`config.mk`:
```
export PLATFORM = sky130hd
export DESIGN_NAME = piso_tx
export DESIGN_NICKNAME = d
export VERILOG_FILES = /design/src/rtl/piso_pkg.sv /design/src/rtl/piso_hold_reg.sv /design/src/rtl/piso_tx.sv
export SDC_FILE = /design/constraint.sdc
export NUM_CORES = 1
export LEC_CHECK = 0
export CORE_MARGIN = 5
export CORE_UTILIZATION = 49
export DETAILED_ROUTE_END_ITERATION = 8
export PLACE_DENSITY_LB_ADDON = 0.15
export SETUP_SLACK_MARGIN = 0.3
export SYNTH_ARGS = -nofsm -noshare
export SYNTH_HDL_FRONTEND = slang
export SYNTH_HIERARCHICAL = 1
export SYNTH_SLANG_ARGS = --single-unit
```
`constraint.sdc`:
```
create_clock -name clk -period 2.08 [get_ports clk]
set_input_delay 0.312 -clock clk [delete_from_list [all_inputs] [get_ports clk]]
set_output_delay 0.312 -clock clk [all_outputs]
set_load 0.01 [all_outputs]
```
`src/rtl/piso_pkg.sv`:
```
// piso_pkg -- shared types and constants for the parallel-in/serial-out
// transmitter.
//   state_t       : transmitter FSM state (IDLE, SHIFT)
//   DEFAULT_WIDTH : default parallel word width
package piso_pkg;

  typedef enum logic {
    IDLE  = 1'b0,
    SHIFT = 1'b1
  } state_t;

  localparam int DEFAULT_WIDTH = 4;

endpackage

```
`src/rtl/piso_hold_reg.sv`:
```
// piso_hold_reg -- one-entry holding register with full flag.
// Parks the next word while the shifter is still busy with the current one.
// Ports:
//   clk, rst : clock, asynchronous active-high reset
//   wr_en    : capture wr_data and mark the entry full
//   wr_data  : word to park
//   rd_en    : entry consumed by the shifter, mark it empty
//   data     : parked word
//   full     : entry occupied
module piso_hold_reg
  import piso_pkg::*;
#(
  parameter int WIDTH = DEFAULT_WIDTH
) (
  input  logic             clk,
  input  logic             rst,
  input  logic             wr_en,
  input  logic [WIDTH-1:0] wr_data,
  input  logic             rd_en,
  output logic [WIDTH-1:0] data,
  output logic             full
);

  // The parent never writes and reads in the same cycle (writes need the
  // entry empty, reads need it full), so the priority below is only a guard.
  always_ff @(posedge clk or posedge rst) begin
    if (rst) begin
      data <= '0;
      full <= 1'b0;
    end else if (rd_en) begin
      full <= 1'b0;
    end else if (wr_en) begin
      data <= wr_data;
      full <= 1'b1;
    end
  end

endmodule

```
`src/rtl/piso_tx.sv`:
```
// piso_tx -- parallel-in/serial-out transmitter with a one-word holding
// register so that back-to-back words are sent with no idle cycle between
// frames.
// Parameters:
//   WIDTH     : parallel word width (>= 2)
//   MSB_FIRST : 1 = send bit WIDTH-1 first, 0 = send bit 0 first
// Ports:
//   clk, rst    : clock, asynchronous active-high reset
//   in_valid    : upstream word valid
//   in_data     : parallel word, taken when in_valid & in_ready
//   in_ready    : a word can be accepted this cycle
//   ser_out     : serial bit (forced to 0 when ser_valid is low)
//   ser_valid   : ser_out carries a frame bit
//   frame_start : high on the first bit of each frame
//   busy        : shifter or holding register occupied
module piso_tx
  import piso_pkg::*;
#(
  parameter int WIDTH     = DEFAULT_WIDTH,
  parameter int MSB_FIRST = 1
) (
  input  logic             clk,
  input  logic             rst,
  input  logic             in_valid,
  input  logic [WIDTH-1:0] in_data,
  output logic             in_ready,
  output logic             ser_out,
  output logic             ser_valid,
  output logic             frame_start,
  output logic             busy
);

  localparam int CW = $clog2(WIDTH);

  state_t           state;
  logic [CW-1:0]    cnt;
  logic [WIDTH-1:0] shreg;
  logic [WIDTH-1:0] shifted;
  logic [WIDTH-1:0] hold_data;
  logic             hold_full;
  logic             fire;
  logic             last_bit;
  logic             hold_wr;
  logic             hold_rd;

  // Ready depends only on the holding register, never on in_valid.
  assign in_ready = !hold_full;
  assign fire     = in_valid && in_ready;
  assign last_bit = (cnt == CW'(WIDTH - 1));

  // A word arriving mid-frame is parked; the parked word is pulled into the
  // shifter on the last bit of the current frame.
  assign hold_wr = fire && (state == SHIFT) && !last_bit;
  assign hold_rd = (state == SHIFT) && last_bit && hold_full;

  piso_hold_reg #(
    .WIDTH(WIDTH)
  ) u_hold (
    .clk    (clk),
    .rst    (rst),
    .wr_en  (hold_wr),
    .wr_data(in_data),
    .rd_en  (hold_rd),
    .data   (hold_data),
    .full   (hold_full)
  );

  // Shift direction follows the bit order so the outgoing bit always sits at
  // the end being presented on ser_out.
  always_comb begin
    shifted = '0;
    if (MSB_FIRST != 0) begin
      shifted = shreg << 1;
    end else begin
      shifted = shreg >> 1;
    end
  end

  // Transmitter FSM. On the last bit the next frame is loaded from the
  // holding register, or straight from in_data if nothing is parked, so
  // consecutive frames run without a gap.
  always_ff @(posedge clk or posedge rst) begin
    if (rst) begin
      state <= IDLE;
      cnt   <= '0;
      shreg <= '0;
    end else begin
      case (state)
        IDLE: begin
          if (fire) begin
            shreg <= in_data;
            cnt   <= '0;
            state <= SHIFT;
          end
        end
        SHIFT: begin
          if (last_bit) begin
            cnt <= '0;
            if (hold_full) begin
              shreg <= hold_data;
            end else if (fire) begin
              shreg <= in_data;
            end else begin
              shreg <= shifted;
              state <= IDLE;
            end
          end else begin
            shreg <= shifted;
            cnt   <= cnt + CW'(1);
          end
        end
        default: begin
          state <= IDLE;
          cnt   <= '0;
          shreg <= '0;
        end
      endcase
    end
  end

  assign ser_valid   = (state == SHIFT);
  assign ser_out     = ser_valid && ((MSB_FIRST != 0) ? shreg[WIDTH-1] : shreg[0]);
  assign frame_start = ser_valid && (cnt == '0);
  assign busy        = ser_valid || hold_full;

endmodule

```
# Yosys cells after proc, flatten, opt, wreduce, memory -nomap -nowiden

Index checks and enable logic that the tools add are counted.

Logic and storage cells: 37
Bits of input ports: 7
Output and inout bits: 5
Register bits: 12

Equal/unequal tests: 2
Add/sub/neg operators: 1
Mux-type cells: 14
Bitwise operators: 2
Reduce and logical (&&, ||, !) cells: 13

Operators by type and width:

| cell                                                          | number |
|---|---|
| 4-bit 2-to-1 mux                                              | 4 |
| 4-bit case mux with 2 select lines                            | 1 |
| 1-bit logical AND                                             | 7 |
| 1-bit 2-to-1 mux                                              | 5 |
| 2-bit 2-to-1 mux                                              | 2 |
| 2-bit case mux with 2 select lines                            | 1 |
| 2-bit by 1-bit adder with 2-bit output, second input constant | 1 |
| 2-bit == test, second input constant                          | 1 |
| 1-bit logical NOT                                             | 2 |
| 2-bit logical NOT                                             | 1 |
| 2-bit inequality test, second input constant                  | 1 |
| 1-bit inverter                                                | 2 |
| 1-bit case mux with 2 select lines                            | 1 |
| 2-bit AND reduction                                           | 1 |
| 2-bit nonzero test                                            | 1 |
| 1-bit logical OR                                              | 1 |

# Depth between registers and ports, before layout

Gate-level depths: netlist (run 1).

Depth after elaboration: 6
Depth in mapped cells: 5
Mapped depth without buffers: 5

# Hierarchy

The synthesis (run 1) kept the hierarchy.

By module, submodules not included:

| module        | times used | sequential area each (um2) | cells an instance | area an instance (um2) |
|---|---|---|---|---|
| piso_tx       | 1          | 175.2                      | 60                | 484.2 |
| piso_hold_reg | 1          | 125.1                      | 13                | 195.2 |

# Least setup slack after synthesis (run 1)

Ideal clock, no wire load.

Path kind: reg-to-reg
Start: register cnt[0]
End: register u_hold.data[0]
Clock period less this slack: 1.556 ns
Setup time: 0.125 ns
Buffers on the path: 0
Data required time: 1.955 ns
Setup slack: 0.524 ns
Stages on the path, launching flop included: 6
Data arrival time: 1.431 ns
Path through: dfrtp_1 ha_1 nand2b_1 nor2_1 nor2b_4 mux2_2

Elaborated cells on any way between the ends: 7
Those cells by class: 1 x eq/ne; 1 x bitwise; 5 x reduce/logical

RTL lines:

| element                              | line                | source |
|---|---|---|
| start: declaration                   | piso_tx.sv:36       | `logic [CW-1:0] cnt;` |
| start signal: assignment             | piso_tx.sv:109      | `cnt <= cnt + CW'(1);` |
| 2-bit == test                        | piso_tx.sv:49       | `assign last_bit = (cnt == CW'(WIDTH - 1));` |
| 1-bit logical NOT                    | piso_tx.sv:53       | `assign hold_wr = fire && (state == SHIFT) && !last_bit;` |
| 1-bit logical AND                    | piso_tx.sv:53       |  |
| named net hold_wr                    | piso_tx.sv:43       | `logic hold_wr;` |
| 2-bit AND reduction (no source line) | -                   |  |
| end signal: assignment               | piso_hold_reg.sv:33 | `data <= wr_data;` |
| end: declaration                     | piso_hold_reg.sv:20 | `output logic [WIDTH-1:0] data,` |

The timed path passes the listed nets, and every way through them passes these cells.
A chain may end at the register's enable or synchronous reset.

# Worst setup path in the final report (run 1)

Start: register u_hold.full
End: output port busy

Word-level cells in the longest chain between the ends: 1

Ends and longest elaborated chain:

| element                  | line                | source |
|---|---|---|
| start: declaration       | piso_hold_reg.sv:21 | `output logic full` |
| start signal: assignment | piso_hold_reg.sv:29 | `full <= 1'b0;` |
| start signal: assignment | piso_hold_reg.sv:31 | `full <= 1'b0;` |
| start signal: assignment | piso_hold_reg.sv:34 | `full <= 1'b1;` |
| 1-bit logical OR         | piso_tx.sv:124      | `assign busy = ser_valid \|\| hold_full;` |
| end: declaration         | piso_tx.sv:30       | `output logic busy` |

No other way between the ends.

==> impl_metrics.ini, run 1 <==
[run]
cap_violations = 0

[global_routing]
grt_max_degree = 14
antenna_found_initial = 0
grt_pass1_wl_um = 2350
grt_pass1_vias = 516
overflow = 0
grtUsageTotal_pct = 15.4

[sta]
min_period_ns = 1.79
relSlewSlack_pct = 81.7
slew_violations = 0
skew_ns = 0.0130
finalSetupViolCount = 0
fin_tns_setup_ns = 0
hold_viol = 0
timing.fmax_mhz = 560
tightest_slew_ns = 0.274
post-route-period-util_pct = 85.9
rsz0062_at_grt = yes

[synthesis]
yosys_warnings = 6
synth-xor-area-share_pct = 0
synth_top_area_share_pct = 44.2
synthMuxAreaShare_pct = 8.10
synth_largest_area_cell = dfrtp_1
avgSynthCellArea_um2 = 9.31
ys_seq_area_share_pct = 44.2
synth.cell_area_um2 = 679
synth_compound_area_share_pct = 15.3
synthArstFlopShare_pct = 100
synth_edf_count = 0
synthTopCellsByArea = dfrtp_1 44%, mux2_2 6.6%, nor2_1 5.0%
syn_inst = 73
synth_simple_gate_area_share_pct = 21.4
synth_cell_types = 29
synth_top_family_by_area = simple AND/OR/NAND/NOR gates
synth_fa_ha_area_share_pct = 3.68
synth_ff_type = dfrtp_1
ys_seq_elements = 12
syn_nets = 82

[cells_and_area]
fin_area_um2 = 863
drive_above_1_share_pct = 22.5
synthToLayoutAreaGrowth_pct = 27.1
nets = 99
final_cell_mix = 10 x dfrtp_1, 10 x clkdlybuf4s50_1, 9 x nor2_1
antenna_cells = 0

[power]
clock_power_share_pct = 13.7
swShare_pct = 36.7
power_density_mw_per_mm2 = 1570
p_seq_share_pct = 32.8
p_int_mw = 0.860
p_sw_mw = 0.499
peakVddDrop_v = 0.000935
finalPower_mw = 1.36
comb_power_share_pct = 53.5
power_leakage_nw = 0.386

[floorplanning]
io_pins = 12
dieWidth_um = 47.2
die_y_um = 47.2
die-area_mm2 = 0.00223
fp.coreArea_mm2 = 0.00130
start_util_pct = 52.2
rows = 13

[outcome]
status = finished clean

[min_path]
hp-class = input pin to async pin

[worst_setup_path]
cpPeakStageDelay_ns = 0.48
cp-end-kind = output pin
crit_required_ns = 1.77
crit_type = flop to output pin
arrival_ns = 1.48
path_max_fanout = 6
path_buf_inv = 1
cp_top_family = buffers and inverters
cp-start-kind = flop
worstPathCellList = or2_2 > clkdlybuf4s50_1
critPathSlowestCell = clkdlybuf4s50_1

[cts]
cts_max_level = 1
clk-insertion-delay-late_ns = 0.27
cts_tree = done
cts.clk_slew.worst_paths_ns = 0.09
root_buffer = clkbuf_4
clock_sinks = 12
clockBufferDepth = 2
cts_made_buffers = 3

[place]
place.gp.congestion = 0.793
dp_hpwl_um = 1010
detailed_place.area_um2 = 781
io_buffers = 11

[routing]
drcViolationCount = 0
antenna_left = 0
wl_per_cell_um = 13.2
vias_per_cell = 5.33
first_pass_iters = 4
drtIter0Drc = 21
via_count = 554
totalWireLength_um = 1370
[sequential cells by signal, indices dropped and copies added (netlist names)]
| register | flops |
|---|---|
| ser_valid | 1 |
| u_hold/full | 1 |
| u_hold/data | 4 |
| shreg | 4 |
| cnt | 2 |
[final cells by class]
type                    count  area [µm²]
clock buffers               4        36.3
fillers                   116         438
inverters                   6        22.5
multi-input cells          52         332
flip-flops and latches     12         303
well taps                  15        18.8
repair buffers             15         151
[logic make-up after synthesis]
group                      Yosys count
adders and majority gates            2
and+or+nand+nor                     28
muxes                                5
DFF                                 12
AOI/OAI and AO/OA                   17
buffers and inverters                9
[routing by layer]
metal	vias to the layer above	GRT usage [%]	wire length, µm
met5	-	0	0
met4	0	8.29	17
met3	2	2.68	75
met2	13	24.6	683
met1	260	19.5	598
li1	279	-	-
[power by group through the flow]
| stage | logic, mW | clock network, mW | registers, mW |
|---|---|---|---|
| after CTS | 0.661 | 0.189 | 0.455 |
| after global routing | 0.820 | 0.200 | 0.464 |
| after global placement | 0.587 | 0 | 0.484 |
| final | 0.727 | 0.186 | 0.445 |
| after detailed placement | 0.599 | 0 | 0.488 |
| after floorplan | 0.508 | 0 | 0.415 |
[synthesized netlist by cell type (2+ instances only)]
master	n
and2_1	3
nand2b_1	2
nor2_1	9
ha_1	2
a31oi_1	2
mux2_2	4
inv_1	5
a21oi_1	2
dfrtp_1	12
o21ai_1	2
o21ai_0	5
nand2_1	8
[final timing paths]
check,cells after the start,to,slack (ns),start
max reg2reg,5,u_hold/data[0],0.43,u_hold/full
min in group clk,1,u_hold/data[0],0.51,u_hold/data[0]
max,2,busy,0.29,u_hold/full
max in group asynchronous,2,ser_valid,1.55,rst
min,2,u_hold/data[2],0.25,rst
min reg2reg,1,u_hold/data[0],0.51,u_hold/data[0]
[worst reg2reg max path: cells and delay by family (launching register included)]
family                 cells  cell delay [ns]
AND/OR/NAND/NOR            3             0.59
multiplexers               1             0.34
buffers and inverters      1             0.15
flip-flops                 1             0.46
[metrics by stage]
step / hold slack, ns / util, % / cells / setup slack (ns)
finish: 0.250 / 66.3 / 104 / 0.293
global route: 0.264 / 66.3 / 104 / 0.250
CTS: 0.260 / 64.0 / 102 / 0.240
detailed placement: 0.496 / 60.0 / 96 / 0.219
global placement: 0.499 / 60.0 / 96 / 0.252
floorplan: 0.0905 / - / 73 / 0.524
[what timing repair did]
action / in CTS / in global routing
buffers inserted: 2 / 2
hold buffers: 0 / 0
setup endpoints to repair: 4 / 5
gates resized for setup: 3 / 1
Note: power is estimated with default switching activity, not from simulation.
==> run 2, diff against run 1 <==
--- a/config.mk
+++ b/config.mk
@@ -8,9 +8,9 @@
 export CORE_MARGIN = 5
 export CORE_UTILIZATION = 49
 export DETAILED_ROUTE_END_ITERATION = 8
+export GPL_TIMING_DRIVEN = 0
 export PLACE_DENSITY_LB_ADDON = 0.15
 export SETUP_SLACK_MARGIN = 0.3
 export SYNTH_ARGS = -nofsm -noshare
 export SYNTH_HDL_FRONTEND = slang
-export SYNTH_HIERARCHICAL = 1
 export SYNTH_SLANG_ARGS = --single-unit
==> constraint.sdc (replaced) <==
create_clock -name clk -period 2.08 [get_ports clk]
set_input_delay 0.624 -clock clk [delete_from_list [all_inputs] [get_ports clk]]
set_output_delay 0.624 -clock clk [all_outputs]
set_load 0.01 [all_outputs]
==> run 2 against run 1 <==
Effect of this change:
- sequential power fell by 10%
- global-route usage rose by 0.67 points
- final cell count decreased by 0.96%
- critical endpoint is now ser_out
- combinational power is 0.8% higher
- clock power hardly changed
- power down 2.8%
==> impl_metrics.ini, run 2 <==
[outcome]
status = finished clean

[sta]
timing.fmax_mhz = 561
rsz0062_at_grt = yes
hold_viol = 0
worst_hold_slack_ns = 0.514
skew_ns = 0.0119
post-route-period-util_pct = 85.7
slew_violations = 0
finalSetupViolCount = 0
tightest_slew_ns = 0.474
relSlewSlack_pct = 68.3
fin_tns_setup_ns = 0
min_period_ns = 1.78

[worst_setup_path]
reg2reg_from = cnt[0]
crit_type = flop to output pin
path_max_fanout = 4
cp-start-kind = flop
reg2regPathDepth = 5
endpoint = ser_out
cp-startpoint = ser_valid
arrival_ns = 1.16
r2r-end = u_hold.data[0]
crit_required_ns = 1.46
rrSetupSlack_ns = 0.49
cp-end-kind = output pin

[synthesis]
synth_compound_area_share_pct = 16.3
synthArstFlopShare_pct = 100
syn_inst = 65
synth_top_family_by_area = simple AND/OR/NAND/NOR gates
synth_fa_ha_area_share_pct = 3.63
synthMuxAreaShare_pct = 8.71
avgSynthCellArea_um2 = 10.6
synth.cell_area_um2 = 689
synth_largest_area_cell = dfrtp_1
synth_common_cells = 12 x dfrtp_1, 6 x inv_1, 6 x nand2_1, 4 x mux2_4, 4 x nand3_1
synth_cell_types = 25
synthTopCellsByArea = dfrtp_1 44%, mux2_4 8.7%, nand2b_4 4.0%
synth_ff_type = dfrtp_1
ys_seq_elements = 12
synth_simple_gate_area_share_pct = 22.0
synth_edf_count = 0
ys_seq_area_share_pct = 43.6
synth-xor-area-share_pct = 0
syn_nets = 74
yosys_warnings = 0
yosysMostFrequentCell = dfrtp_1
synth_top_area_share_pct = 43.6

[floorplanning]
rows = 13
fp.coreArea_mm2 = 0.00132
die-area_mm2 = 0.00226
die_y_um = 47.5
start_util_pct = 52.3
io_pins = 12
dieWidth_um = 47.5

[routing]
wl_per_cell_um = 14.6
antenna_left = 0
vias_per_cell = 5.52
drtIter0Drc = 7
first_pass_iters = 4
drcViolationCount = 0
totalWireLength_um = 1510
via_count = 569

[cells_and_area]
synthToLayoutAreaGrowth_pct = 34.8
fin_area_um2 = 930
antenna_cells = 0
stdcell_count = 103
drive_above_1_share_pct = 37.5
nets = 98
mostFrequentLayoutCell = dfrtp_1
final_cell_mix = 12 x dfrtp_1, 8 x buf_4, 6 x nand2_1, 6 x clkdlybuf4s50_1, 5 x buf_6
largestRegisters = shreg: 4 flops, u_hold.data: 4 flops, cnt: 2 flops

[cts]
clock_sinks = 12
cts_made_buffers = 3
cts_tree = done
root_buffer = clkbuf_4
cts.clk_slew.worst_paths_ns = 0.08
cts_max_level = 1
holdBufCountCts = 0
clk-insertion-delay-late_ns = 0.28
clockBufferDepth = 2

[min_path]
hp-start = u_hold.data[1]
hp-class = flop to flop

[global_routing]
grt_pass1_wl_um = 2450
grt_max_degree = 13
overflow = 0
grtUsageTotal_pct = 16.0
antenna_found_initial = 0
grt_pass1_vias = 546

[power]
power_leakage_nw = 0.436
power_density_mw_per_mm2 = 1420
peakVddDrop_v = 0.000885
finalPower_mw = 1.32

[run]
cap_violations = 0

[place]
io_buffers = 11
place_inst = 91
place.gp.congestion = 0.750
dp_hpwl_um = 949
detailed_place.area_um2 = 818
==> run 2: cell types whose count changed in the layout (fill, tap and decap cells not counted), sizes merged, moves of 2 or more <==
cell / before / now
nand3: 1 / 4
o21ai: 7 / 2
nor2: 9 / 1
a21o: 0 / 3
nand3b: 0 / 3
nand2: 8 / 6
a31oi: 2 / 0
clkdlybuf4s50: 10 / 6
a21boi: 0 / 3
buf: 4 / 15
o211ai: 0 / 3
==> run 2: layout make-up <==
cell class	instances	area, µm²
buffer	3	33.8
multi-input combinational	44	357
clock buffer	4	36.3
tap	15	18.8
fill	109	388
sequential	12	300
inverter	6	22.5
timing repair buffer	19	161
==> run 2: critical path, stage by stage, from the launching register on <==
cell	delay [ns]
dfrtp_1	0.39
buf_6	0.13
buf_6	0.11
and2_1	0.12
buf_2	0.13
==> run 2: metal layers <==
layer	routed length (µm)	global-route usage [%]	up-vias	part of all wire (%)
met5	0	0	-	0
met4	29	4.97	0	1.9
met3	86	6.77	4	5.7
met2	738	25.4	18	49
met1	650	19.8	274	43
li1	-	-	273	-
==> run 2: cell families after synthesis <==
group / after synthesis
AO/OA/AOI/OAI: 16
flip-flops: 12
adder cells (fa/ha/maj): 2
AND/OR/NAND/NOR: 22
multiplexers: 4
buffers and inverters: 9
==> run 2: power by group <==
group | switching, mW | internal, mW | total (mW)
clock | 0.0806 | 0.106 | 0.187
sequential | 0.0622 | 0.338 | 0.400
combinational | 0.327 | 0.406 | 0.733
==> run 2: through the flow <==
stage | util [%] | worst slack [ns]
2_1_floorplan | - | 0.507
3_3_place_gp | 62.1 | 0.0126
3_5_place_dp | 62.1 | -0.00529
4_1_cts | 68.6 | 0.274
5_1_grt | 70.6 | 0.243
6_report | 70.6 | 0.298
==> run 2: worst min-delay path by stage <==
stage | end | slack [ns] | depth (start not counted)
final | u_hold.data[1] | 0.51 | 1
after global routing | u_hold.data[3] | 0.54 | 1
after CTS | u_hold.data[3] | 0.52 | 1
after detailed placement | cnt[0] | 0.48 | 1
after global placement | cnt[0] | 0.48 | 1
after floorplan | cnt[0] | 0.46 | 1
==> run 2: what timing repair did <==
| action | 4_1_cts | 5_1_grt |
|---|---|---|
| setup buffers | 6 | 2 |
| pin swaps | 1 | 1 |
| gates resized for setup | 24 | 5 |
| setup endpoints to repair | 5 | 4 |
| cloned | 0 | 0 |
